--- src/rtl/mem_uart_tx.sv ---
// Memory-to-PC transmit engine: fetches BYTE_COUNT bytes from data memory
// and sends each one as a UART 8N1 frame, then pulses end_transmitting.
module mem_uart_tx #(
  parameter int                CLKS_PER_BIT = 434,
  parameter int                ADDR_W       = 16,
  parameter logic [ADDR_W-1:0] START_ADDR   = '0,
  parameter int                BYTE_COUNT   = 256
) (
  input  logic              clock,
  input  logic              reset_n,
  input  logic              begin_transmit,
  input  logic [7:0]        mem_data,
  output logic [ADDR_W-1:0] mem_addr,
  output logic              mem_rd_en,
  output logic              data_to_pc,
  output logic              busy,
  output logic              end_transmitting
);

  localparam int                BAUD_W    = (CLKS_PER_BIT > 2) ? $clog2(CLKS_PER_BIT) : 1;
  localparam logic [BAUD_W-1:0] BAUD_LAST = BAUD_W'(CLKS_PER_BIT - 1);
  localparam logic [ADDR_W-1:0] LAST_BYTE = ADDR_W'(BYTE_COUNT - 1);

  typedef enum logic [2:0] {
    IDLE,
    FETCH,
    LOAD,
    START,
    DATA,
    STOP,
    DONE
  } state_t;

  state_t              state_q, state_d;
  logic [BAUD_W-1:0]   baud_q, baud_d;
  logic [2:0]          bit_q, bit_d;
  logic [ADDR_W-1:0]   byte_q, byte_d;
  logic [ADDR_W-1:0]   addr_q, addr_d;
  logic [7:0]          shift_q, shift_d;
  logic                busy_q, busy_d;
  logic                line_q, line_d;
  logic                end_q, end_d;
  logic                begin_d;
  logic                request;
  logic                baud_end;

  // Only a low-to-high transition starts a transmission; a held level never retriggers.
  assign request  = begin_transmit & ~begin_d;
  assign baud_end = (baud_q == BAUD_LAST);

  always_ff @(posedge clock or negedge reset_n) begin
    if (!reset_n) begin
      state_q <= IDLE;
      baud_q  <= '0;
      bit_q   <= '0;
      byte_q  <= '0;
      addr_q  <= START_ADDR;
      shift_q <= '0;
      busy_q  <= 1'b0;
      line_q  <= 1'b1;
      end_q   <= 1'b0;
      begin_d <= 1'b0;
    end else begin
      state_q <= state_d;
      baud_q  <= baud_d;
      bit_q   <= bit_d;
      byte_q  <= byte_d;
      addr_q  <= addr_d;
      shift_q <= shift_d;
      busy_q  <= busy_d;
      line_q  <= line_d;
      end_q   <= end_d;
      begin_d <= begin_transmit;
    end
  end

  // The line value is decided one cycle ahead so data_to_pc comes straight from a flop.
  always_comb begin
    state_d = state_q;
    baud_d  = baud_q;
    bit_d   = bit_q;
    byte_d  = byte_q;
    addr_d  = addr_q;
    shift_d = shift_q;
    busy_d  = busy_q;
    line_d  = 1'b1;
    end_d   = 1'b0;

    case (state_q)
      IDLE: begin
        if (request) begin
          addr_d  = START_ADDR;
          byte_d  = '0;
          busy_d  = 1'b1;
          state_d = FETCH;
        end
      end

      FETCH: begin
        state_d = LOAD;
      end

      LOAD: begin
        shift_d = mem_data;
        baud_d  = '0;
        line_d  = 1'b0;
        state_d = START;
      end

      START: begin
        line_d = 1'b0;
        if (baud_end) begin
          baud_d  = '0;
          bit_d   = '0;
          line_d  = shift_q[0];
          state_d = DATA;
        end else begin
          baud_d = baud_q + BAUD_W'(1);
        end
      end

      DATA: begin
        line_d = shift_q[0];
        if (baud_end) begin
          baud_d  = '0;
          shift_d = {1'b0, shift_q[7:1]};
          if (bit_q == 3'd7) begin
            line_d  = 1'b1;
            state_d = STOP;
          end else begin
            bit_d  = bit_q + 3'd1;
            line_d = shift_q[1];
          end
        end else begin
          baud_d = baud_q + BAUD_W'(1);
        end
      end

      STOP: begin
        if (baud_end) begin
          baud_d = '0;
          if (byte_q == LAST_BYTE) begin
            end_d   = 1'b1;
            state_d = DONE;
          end else begin
            byte_d  = byte_q + ADDR_W'(1);
            addr_d  = addr_q + ADDR_W'(1);
            state_d = FETCH;
          end
        end else begin
          baud_d = baud_q + BAUD_W'(1);
        end
      end

      DONE: begin
        busy_d  = 1'b0;
        state_d = IDLE;
      end

      default: begin
        state_d = IDLE;
      end
    endcase
  end

  assign mem_addr         = addr_q;
  assign mem_rd_en        = (state_q == FETCH);
  assign data_to_pc       = line_q;
  assign busy             = busy_q;
  assign end_transmitting = end_q;

endmodule
--- config.mk ---
export PLATFORM = sky130hd
export DESIGN_NAME = mem_uart_tx
export DESIGN_NICKNAME = d
export VERILOG_FILES = /design/src/rtl/mem_uart_tx.sv
export SDC_FILE = /design/constraint.sdc
export NUM_CORES = 1
export LEC_CHECK = 0
export ABC_AREA = 1
export CELL_PAD_IN_SITES_DETAIL_PLACEMENT = 0
export CELL_PAD_IN_SITES_GLOBAL_PLACEMENT = 2
export CORE_UTILIZATION = 37
export CTS_BUF_LIST = sky130_fd_sc_hd__clkbuf_8
export DETAILED_ROUTE_END_ITERATION = 8
export DONT_BUFFER_PORTS = 1
export PLACE_DENSITY_LB_ADDON = 0.1
export SLEW_MARGIN = 20
export SYNTH_ARGS = -nofsm -noshare
export SYNTH_HDL_FRONTEND = slang
export SYNTH_SLANG_ARGS = --single-unit
export TNS_END_PERCENT = 10
--- constraint.sdc ---
create_clock -name clock -period 1.9 [get_ports clock]
set_input_delay 0.19 -clock clock [delete_from_list [all_inputs] [get_ports clock]]
set_output_delay 0.19 -clock clock [all_outputs]
set_load 0.05 [all_outputs]
; Word-level counts from Yosys, hierarchy flattened
; Cells that the tools add are included.
[word_totals]
register_bits = 59
elab_cells = 75
[op_classes]
addsub = 4
eq_ne = 16
muxes = 31
bitwise_logic = 2
n_reduce_logical = 12
[ops]
columns = cell, count
row1 = 2-to-1 mux 16 bit, 5
row2 = one-hot mux 16 bit (2 select lines), 2
row3 = adder 16 x 1 -> 16 bit (second input constant), 2
row4 = 2-to-1 mux 3 bit, 9
row5 = one-hot mux 3 bit (6 select lines), 1
row6 = one-hot mux 9 bit (2 select lines), 1
row7 = == test 16 x 8 -> 1 bit (second input constant), 1
row8 = one-hot mux 8 bit (2 select lines), 1
row9 = != test 2 bit (second input constant), 7
row10 = == test 3 bit (second input constant), 4
row11 = nonzero test 2 bit, 5
row12 = adder 9 x 1 -> 9 bit (second input constant), 1
row13 = == test 9 bit (second input constant), 1
row14 = 2-to-1 mux 9 bit, 1
row15 = 2-to-1 mux 8 bit, 1
row16 = AND reduction 4 bit, 2
row17 = 2-to-1 mux 1 bit, 7
row18 = == test 3 x 2 -> 1 bit (second input constant), 2
row19 = one-hot mux 3 bit (2 select lines), 1
row20 = AND reduction 5 bit, 1
row21 = AND reduction 2 bit, 2
row22 = adder 3 x 1 -> 3 bit (second input constant), 1
row23 = == test 3 x 1 -> 1 bit (second input constant), 1
row24 = logical NOT 3 bit, 1
row25 = other kinds (5), 5

; Depth between registers and ports, before layout
; Gate-level depths: netlist of run 1.
[depth]
ltp_word = 4
ltp_mapped = 12

; Worst setup path before layout of run 1
; Ideal clock, no wire load.
[synth_path]
kind = register -> register
from = register state_q[2]
to = register state_q[1]
arrival_ns = 1.877
required_time_ns = 1.830
slack_ns = -0.047
path_stages_with_launch = 4
path_buffers = 0
period_less_slack_ns = 1.947
path_cell_list = dfrtp_1 nor3_1 o21ai_0 nand2_1
[synth_via]
elab_cells_between_ends = 13
cone_classes = eq/ne: 10 / mux: 1 / reduce/logical: 2
[synth_rtl]
columns = item, line_no
row1 = start: declaration, 34  ; state_t state_q, state_d;
row2 = start signal: assignment, 64  ; state_q <= state_d;
row3 = == test 3 x 1 -> 1 bit, --
row4 = net mem_rd_en, 14  ; output logic mem_rd_en,
row5 = one-hot mux 3 bit (6 select lines), 89  ; case (state_q)
; The timed path passes the listed nets, and every way through them passes these cells.
; A chain may end at the register's enable or synchronous reset.

; Worst setup path in the final report of run 1
[layout_path]
from = register baud_q[1]
to = register byte_q[11]
[layout_via]
elab_chain_cells = 3
[layout_rtl]
columns = item, line_no
row1 = start: declaration, 35  ; logic [BAUD_W-1:0] baud_q, baud_d;
row2 = start signal: assignment, 65  ; baud_q <= baud_d;
row3 = == test 9 bit, 49  ; assign baud_end = (baud_q == BAUD_LAST);
row4 = != test 2 bit (no source line), --
row5 = AND reduction 4 bit (no source line), --
row6 = end signal: assignment, 67  ; byte_q <= byte_d;
row7 = end: declaration, 37  ; logic [ADDR_W-1:0] byte_q, byte_d;
; Every way passes these cells.

==> qor.json, run 1 <==
{
  "outcome": {"value": "completed"},
  "hpwl_after_detailed_placement": {"value": 6350, "unit": "um"},
  "tritoncts": {"value": "done"},
  "hold_path_class": {"value": "primary input to flip-flop"},
  "dpl_worst_slack": {"value": 0.150, "unit": "ns"},
  "power.static_leakage": {"value": 0.00196, "unit": "uW"},
  "maxCapViolCount": {"value": 0},
  "antenna_found_initial": {"value": 0},
  "core_area": {"value": 0.00933, "unit": "mm^2"},
  "worst_clock_skew": {"value": 0.0119, "unit": "ns"},
  "ys_seq_area_frac": {"value": 0.410},
  "multi_input_area": {"value": 0.00191, "unit": "mm^2"},
  "synth_cell_types": {"value": 29},
  "first_global_vias": {"value": 3333},
  "finalSetupViolations": {"value": 0},
  "critical_path_maximum_fanout": {"value": 22},
  "die_height": {"value": 101, "unit": "um"},
  "synth_commonest_cells": {"value": "207 x sky130_fd_sc_hd__nand2_1, 75 x sky130_fd_sc_hd__nor2_1, 58 x sky130_fd_sc_hd__dfrtp_1"},
  "tritoncts.num_buffers": {"value": 9},
  "io_pins": {"value": 31},
  "worst_hold_path.num_cells": {"value": 4},
  "via_count": {"value": 3330},
  "synthTopCellsByArea": {"value": "sky130_fd_sc_hd__dfrtp_1 40%, sky130_fd_sc_hd__nand2_1 22%, sky130_fd_sc_hd__nor2_1 7.8%, sky130_fd_sc_hd__nand3_1 4.4%, sky130_fd_sc_hd__o21ai_0 3.9%"},
  "design.die.area": {"value": 0.0101, "unit": "mm^2"},
  "clk_pin_slew_worst_paths": {"value": 0.07, "unit": "ns"},
  "drt-wirelength-per-cell": {"value": 13.2, "unit": "um"},
  "synthesis.yosys.warnings": {"value": 0},
  "cts_root_buffer": {"value": "sky130_fd_sc_hd__clkbuf_8"},
  "grt_util_all_layers": {"value": 0.200},
  "yosys_register_bits": {"value": 59},
  "flow.area_growth_from_synthesis": {"value": 16.0, "unit": "%"},
  "placed_area": {"value": 0.00394, "unit": "mm^2"},
  "yosys.cell_count.top_type": {"value": "sky130_fd_sc_hd__nand2_1"},
  "nets": {"value": 575},
  "setup.worst_path.start_class": {"value": "flip-flop"},
  "fin_crit_sh": {"value": 0.897},
  "die_width": {"value": 101, "unit": "um"},
  "buffer_ports.inserted": {"value": 0},
  "clock_sinks": {"value": 59},
  "slew-limit-headroom": {"value": 0.668},
  "finalHoldWorstSlack": {"value": 0.0791, "unit": "ns"},
  "mean_instance_size_in_the_synthesized_netlist": {"value": 6.89, "unit": "um^2"},
  "fin_crit": {"value": 1.70, "unit": "ns"},
  "design_area": {"value": 0.00418, "unit": "mm^2"},
  "pwr_density_cell": {"value": 1010, "unit": "mW/mm^2"},
  "arrival": {"value": 1.98, "unit": "ns"},
  "worst-setup-path-type": {"value": "flip-flop to flip-flop"},
  "rsz0062_at_grt": {"value": "yes"},
  "drt-total-wl": {"value": 9100, "unit": "um"},
  "cts_setup_buffers": {"value": 0},
  "timing.final.max_slew_violations": {"value": 0},
  "drc_errors_left": {"value": 0},
  "setup.worst_path.end_class": {"value": "flip-flop"},
  "final-hold-violation-count": {"value": 0},
  "cts_htree_levels": {"value": 3},
  "global_route.overflow_total": {"value": 0},
  "synth_top_area_frac": {"value": 0.403},
  "critical_path_required": {"value": 2.18, "unit": "ns"},
  "fraction_of_final_layout_cells_with_drive_strength_greater_than_1": {"value": 0.123},
  "synth-edff-count": {"value": 0},
  "netlist_instances": {"value": 523},
  "layout.filler_cells": {"value": 1007},
  "placement_rows": {"value": 35},
  "grt_pass1_wl": {"value": 15800, "unit": "um"},
  "worst-r2r-cell-count": {"value": 11},
  "synth_area_leader_cell": {"value": "sky130_fd_sc_hd__dfrtp_1"},
  "finalWeightedCongestion": {"value": 0.785},
  "area_of_the_mapped_netlist": {"value": 0.00360, "unit": "mm^2"},
  "worst_pin_slew": {"value": 0.498, "unit": "ns"},
  "n_antenna_cell": {"value": 0},
  "drt_pass1_iterations": {"value": 4},
  "first_iter_violations": {"value": 103},
  "area.sequential": {"value": 0.00148, "unit": "mm^2"},
  "synth_ff_type": {"value": "sky130_fd_sc_hd__dfrtp_1"},
  "drtAntennaViolNets": {"value": 0},
  "worstSkewPairLatency": {"value": 0.34, "unit": "ns"},
  "grt_max_degree": {"value": 60},
  "synth_async_sr_flop_share": {"value": 1.00},
  "mappedNetlistNets": {"value": 540},
  "initial_utilization": {"value": 0.386},
  "power.ir.vdd_worst": {"value": 0.679, "unit": "mV"},
  "clock_path_buffers": {"value": 2},
  "worst_slack": {"value": 0.197, "unit": "ns"},
  "max_freq": {"value": 0.587, "unit": "GHz"},
  "vias_per_cell": {"value": 4.81}
}
## critical path, stage by stage (launching register included)
cell and delay [ns]:
sky130_fd_sc_hd__dfrtp_1 0.40, sky130_fd_sc_hd__inv_1 0.08, sky130_fd_sc_hd__ha_1 0.16, sky130_fd_sc_hd__nand2_1 0.08, sky130_fd_sc_hd__nor2_1 0.12, sky130_fd_sc_hd__nand3_1 0.12
sky130_fd_sc_hd__nand2_1 0.09, sky130_fd_sc_hd__nand2_2 0.07, sky130_fd_sc_hd__a21oi_2 0.18, sky130_fd_sc_hd__buf_12 0.20, sky130_fd_sc_hd__nand2_1 0.07, sky130_fd_sc_hd__nand2_1 0.06
## report_power, final
part,switching [uW],internal [uW]
combinational,1120,470
clock,540,465
sequential,193,1450
total,1850,2380
## final timing paths
| kind | start | end | slack, ns |
|---|---|---|---|
| worst max-delay path | baud_q[1]$_DFFE_PN0P_ | byte_q[11]$_DFFE_PN0P_ | 0.20 |
| worst min-delay path | mem_data[4] | shift_q[4]$_DFFE_PN0P_ | 0.08 |
| worst max register to register | baud_q[1]$_DFFE_PN0P_ | byte_q[11]$_DFFE_PN0P_ | 0.20 |
| worst min register to register | bit_q[1]$_DFFE_PN0P_ | bit_q[1]$_DFFE_PN0P_ | 0.50 |
| max in group asynchronous | reset_n | data_to_pc$_DFF_PN1_ | 1.20 |
| min in group asynchronous | reset_n | byte_q[15]$_DFFE_PN0P_ | 0.37 |
## flip-flops by register name (all words and copies together) (netlist names)
register          cells
begin_d               1
state_q               3
mem_addr             16
data_to_pc            1
shift_q               8
baud_q                9
bit_q                 3
end_transmitting      1
byte_q               16
busy                  1
## layer usage
metal	vias up	track usage	routed length (um)
met4	0	0.0401	68
li1	1727	-	-
met1	1561	0.253	4370
met5	-	0	0
met3	5	0.0485	278
met2	37	0.346	4390
## metrics by stage
step	util	std cells	TNS (ns)	total power, uW
5_1_grt	0.448	692	-0.105	4570
2_1_floorplan	-	523	0	2820
3_5_place_dp	0.422	672	0	3200
6_report	0.448	692	0	4240
4_1_cts	0.446	692	0	4280
3_3_place_gp	0.422	672	0	3180
## layout by cell type (no fill, tap or decap), drive strengths merged
master / synthesis / final
a21oi: 4 / 4
buf: 8 / 33
clkbuf: 4 / 9
clkinv: 0 / 3
clkinvlp: 0 / 4
dfrtp: 58 / 58
dfstp: 1 / 1
dlygate4sd3: 0 / 3
ha: 6 / 6
inv: 40 / 40
nand2: 212 / 212
nand3: 34 / 34
nand3b: 3 / 3
nand4: 15 / 15
nor2: 75 / 75
nor3: 5 / 5
o211ai: 1 / 1
o21ai: 31 / 31
o21bai: 7 / 7
o22ai: 1 / 1
o31ai: 1 / 1
or2: 2 / 2
xnor2: 6 / 6
xor2: 9 / 9
## cell families (layout without fill, tap and decap cells)
logic type | Yosys count | after routing | share of synthesized area
compound gates | 45 | 45 | 0.0701
xor+xnor | 15 | 15 | 0.0364
fa+ha+maj | 6 | 6 | 0.0208
buf+inv | 52 | 92 | 0.0663
flops | 59 | 59 | 0.410
simple gates | 346 | 346 | 0.396
## what timing repair did
item / in CTS / in global routing
hold buffers: 4 / 0
endpoints found under the setup margin: 0 / 43
gates resized for setup: 0 / 6
hold endpoints to repair: 61 / 0
## area by class of cell
cell class | instances | share of cell area
well taps | 129 | 0.0386
clock buffers | 9 | 0.0296
flip-flops and latches | 59 | 0.353
clock inverters | 7 | 0.0108
repair buffers | 36 | 0.0742
inverters | 40 | 0.0359
multi-input cells | 412 | 0.457
No activity file was read; power rests on OpenSTA's default activity.
==> run 2: changes to the inputs <==
--- a/config.mk
+++ b/config.mk
@@ -9,7 +9,7 @@
 export CELL_PAD_IN_SITES_DETAIL_PLACEMENT = 0
 export CELL_PAD_IN_SITES_GLOBAL_PLACEMENT = 2
 export CORE_UTILIZATION = 37
-export CTS_BUF_LIST = sky130_fd_sc_hd__clkbuf_8
+export CTS_BUF_LIST = sky130_fd_sc_hd__clkbuf_2
 export DETAILED_ROUTE_END_ITERATION = 8
 export DONT_BUFFER_PORTS = 1
 export PLACE_DENSITY_LB_ADDON = 0.1
==> qor.json, run 2 (synthesis results as in run 1) <==
{
  "p_total": {"value": 4020, "unit": "uW", "change": "was 4240 uW"},
  "arrival": {"value": 2.14, "unit": "ns", "change": "was 1.98 ns"},
  "finalSetupViolations": {"value": 0, "change": "unchanged"},
  "setup.worst_path.start_class": {"value": "flip-flop", "change": "unchanged"},
  "buffer_ports.inserted": {"value": 0, "change": "unchanged"},
  "worst-r2r-cell-count": {"value": 9, "change": "was 11"},
  "sw_frac_of_total": {"value": 0.473, "change": "was 0.438"},
  "layout_commonest_cell": {"value": "sky130_fd_sc_hd__nand2_1", "change": "unchanged"},
  "drtAntennaViolNets": {"value": 0, "change": "unchanged"},
  "finalWeightedCongestion": {"value": 0.785, "change": "unchanged"},
  "drc_errors_left": {"value": 0, "change": "unchanged"},
  "drt_pass1_iterations": {"value": 4, "change": "unchanged"},
  "via_count": {"value": 3432, "change": "was 3330"},
  "die_width": {"value": 101, "unit": "um", "change": "unchanged"},
  "vias_per_cell": {"value": 4.90, "change": "was 4.81"},
  "worst_pin_slew": {"value": 0.499, "unit": "ns", "change": "was 0.498 ns"},
  "worst_slack": {"value": 0.122, "unit": "ns", "change": "was 0.197 ns"},
  "drt-wirelength-per-cell": {"value": 13.3, "unit": "um", "change": "was 13.2 um"},
  "grt_pass1_wl": {"value": 15900, "unit": "um", "change": "was 15800 um"},
  "worst-setup-path-type": {"value": "flip-flop to flip-flop", "change": "unchanged"},
  "first_global_vias": {"value": 3377, "change": "was 3333"},
  "most_frequent_cells_in_the_layout": {"value": "206 x sky130_fd_sc_hd__nand2_1, 73 x sky130_fd_sc_hd__nor2_1, 58 x sky130_fd_sc_hd__dfrtp_1", "change": "was 203 x sky130_fd_sc_hd__nand2_1, 75 x sky130_fd_sc_hd__nor2_1, 58 x sky130_fd_sc_hd__dfrtp_1"},
  "power.ir.vdd_worst": {"value": 0.634, "unit": "mV", "change": "was 0.679 mV"},
  "timing.setup.tns": {"value": 0, "unit": "ns", "change": "unchanged"},
  "clk_pin_slew_worst_paths": {"value": 0.18, "unit": "ns", "change": "was 0.07 ns"},
  "crit_path_launch": {"value": "byte_q[1]$_DFFE_PN0P_", "change": "was baud_q[1]$_DFFE_PN0P_"},
  "critical_path_required": {"value": 2.26, "unit": "ns", "change": "was 2.18 ns"},
  "clock_sinks": {"value": 59, "change": "unchanged"},
  "finalHoldWorstSlack": {"value": 0.230, "unit": "ns", "change": "was 0.0791 ns"},
  "worst_clock_skew": {"value": 0.0321, "unit": "ns", "change": "was 0.0119 ns"},
  "timing.critical_path.slowest_stage_cell": {"value": "sky130_fd_sc_hd__dfrtp_1", "change": "unchanged"},
  "hold_path_class": {"value": "primary input to async pin", "change": "was primary input to flip-flop"},
  "placement_rows": {"value": 35, "change": "unchanged"},
  "slew-limit-headroom": {"value": 0.668, "change": "about the same"},
  "outcome": {"value": "completed", "change": "unchanged"},
  "max_freq": {"value": 0.562, "unit": "GHz", "change": "was 0.587 GHz"},
  "timing.reg2reg.setup_slack": {"value": 0.12, "unit": "ns", "change": "was 0.20 ns"},
  "intPower": {"value": 2120, "unit": "uW", "change": "was 2380 uW"},
  "grt_max_degree": {"value": 60, "change": "unchanged"},
  "initial_utilization": {"value": 0.386, "change": "unchanged"},
  "pwr_density_cell": {"value": 959, "unit": "mW/mm^2", "change": "was 1010 mW/mm^2"},
  "r2r-end": {"value": "state_q[0]$_DFFE_PN0P_", "change": "was byte_q[11]$_DFFE_PN0P_"},
  "flow.area_growth_from_synthesis": {"value": 16.4, "unit": "%", "change": "was 16.0%"},
  "tritoncts.num_buffers": {"value": 9, "change": "unchanged"},
  "die_height": {"value": 101, "unit": "um", "change": "unchanged"},
  "design.die.area": {"value": 0.0101, "unit": "mm^2", "change": "unchanged"},
  "power_switching": {"value": 1900, "unit": "uW", "change": "was 1850 uW"},
  "nets": {"value": 583, "change": "was 575"},
  "clock_path_buffers": {"value": 2, "change": "unchanged"},
  "grt_util_all_layers": {"value": 0.200, "change": "about the same"},
  "core_area": {"value": 0.00933, "unit": "mm^2", "change": "unchanged"},
  "fin_crit_sh": {"value": 0.936, "change": "was 0.897"},
  "drt-total-wl": {"value": 9330, "unit": "um", "change": "was 9100 um"},
  "global_route.overflow_total": {"value": 0, "change": "unchanged"},
  "crit_path_cell_trace": {"value": "ha_2 -> nand3_1 -> nor2_1 -> nand2_1 -> nand2_2 -> nand2_2 -> buf_4 -> o21ai_0 -> nand2_1", "change": "was inv_1 -> ha_1 -> nand2_1 -> nor2_1 -> nand3_1 -> nand2_1 -> nand2_2 -> a21oi_2 -> buf_12 -> nand2_1 -> nand2_1"},
  "timing.final.max_slew_violations": {"value": 0, "change": "unchanged"},
  "tritoncts": {"value": "done", "change": "unchanged"},
  "power.static_leakage": {"value": 0.00197, "unit": "uW", "change": "was 0.00196 uW"},
  "hpwl_after_detailed_placement": {"value": 6350, "unit": "um", "change": "unchanged"},
  "fraction_of_final_layout_cells_with_drive_strength_greater_than_1": {"value": 0.123, "change": "about the same"},
  "dpl_worst_slack": {"value": 0.150, "unit": "ns", "change": "unchanged"},
  "antenna_found_initial": {"value": 0, "change": "unchanged"},
  "combinationalPowerShare": {"value": 0.424, "change": "was 0.375"},
  "cts_htree_levels": {"value": 3, "change": "unchanged"},
  "maxCapViolCount": {"value": 0, "change": "unchanged"},
  "beginning_of_the_worst_register_to_register_path": {"value": "byte_q[1]$_DFFE_PN0P_", "change": "was baud_q[1]$_DFFE_PN0P_"},
  "critical_path_maximum_fanout": {"value": 11, "change": "was 22"},
  "cts_root_buffer": {"value": "sky130_fd_sc_hd__clkbuf_2", "change": "was sky130_fd_sc_hd__clkbuf_8"},
  "worst_setup_path_endpoint": {"value": "state_q[0]$_DFFE_PN0P_", "change": "was byte_q[11]$_DFFE_PN0P_"},
  "io_pins": {"value": 31, "change": "unchanged"},
  "share_clk_of_total_power": {"value": 0.168, "change": "was 0.237"},
  "n_antenna_cell": {"value": 0, "change": "unchanged"},
  "final-hold-violation-count": {"value": 0, "change": "unchanged"},
  "power.share.sequential": {"value": 0.408, "change": "was 0.387"},
  "worstSkewPairLatency": {"value": 0.48, "unit": "ns", "change": "was 0.34 ns"},
  "rsz0062_at_grt": {"value": "yes", "change": "unchanged"},
  "first_iter_violations": {"value": 155, "change": "was 103"},
  "critPathMaxStageDelay": {"value": 0.43, "unit": "ns", "change": "was 0.40 ns"},
  "layout.filler_cells": {"value": 997, "change": "was 1007"},
  "fin_crit": {"value": 1.78, "unit": "ns", "change": "was 1.70 ns"},
  "setup.worst_path.end_class": {"value": "flip-flop", "change": "unchanged"}
}
[run 2: cell types whose count changed in the layout (fill, tap and decap cells not counted), sizes merged]
| cell | delta |
|---|---|
| nand2 | +1 |
| dlygate4sd3 | +7 |
[run 2: repair_timing]
action | in CTS | in global routing
endpoints found under the hold margin | 68 | 0
endpoints found under the setup margin | 0 | 43
resized for setup | 0 | 8
buffers inserted | 0 | 0
hold buffers | 11 | 0
[run 2: layout make-up]
cell class / count / area [um^2] / share of cell area
Clock buffer: 9 / 45.0 / 0.0107
Clock inverter: 7 / 45.0 / 0.0107
Inverter: 40 / 153 / 0.0364
Multi-Input combinational cell: 413 / 1930 / 0.460
Sequential cell: 59 / 1480 / 0.352
Tap cell: 129 / 161 / 0.0385
Timing Repair Buffer: 43 / 384 / 0.0915
[run 2: power groups by stage]
stage,sequential (uW),clock (uW),combinational [uW]
after floorplan,1660,0,1150
after global placement,1660,0,1520
after detailed placement,1670,0,1530
final,1640,675,1710
after global routing,1660,756,1920
after CTS,1640,727,1580
[run 2: worst min-delay path by stage]
stage | startpoint | end | slack (ns) | depth (start not counted)
after floorplan | reset_n | baud_q[0]$_DFFE_PN0P_ | -0.11 | 0
after global placement | reset_n | byte_q[15]$_DFFE_PN0P_ | -0.10 | 0
after detailed placement | reset_n | byte_q[15]$_DFFE_PN0P_ | -0.10 | 0
after CTS | begin_transmit | state_q[1]$_DFFE_PN0P_ | 0.17 | 6
after global routing | reset_n | mem_addr[6]$_DFFE_PN0P_ | 0.23 | 2
final | reset_n | byte_q[10]$_DFFE_PN0P_ | 0.23 | 2
[run 2: per-stage QoR]
stage | instance area, um^2 | util | std cells
CTS | 4150 | 0.445 | 699
detailed placement | 3940 | 0.422 | 672
global route | 4200 | 0.450 | 700
finish | 4200 | 0.450 | 700
global placement | 3940 | 0.422 | 672
floorplan | 3610 | - | 523
[run 2: critical path, delay by kind of cell, from the launching register on]
| family | cells | cell delay [ns] |
|---|---|---|
| AO/OA/AOI/OAI | 1 | 0.15 |
| flip-flops | 1 | 0.43 |
| buffers and inverters | 1 | 0.23 |
| AND/OR/NAND/NOR | 6 | 0.63 |
| adder cells (fa/ha/maj) | 1 | 0.23 |
[run 2: per-layer routing]
metal / up-vias / routed length (um) / global-route usage
met5: - / 0 / 0
met4: 0 / 73 / 0.0435
met3: 8 / 217 / 0.0402
met2: 34 / 4560 / 0.348
met1: 1639 / 4490 / 0.256
li1: 1751 / - / -
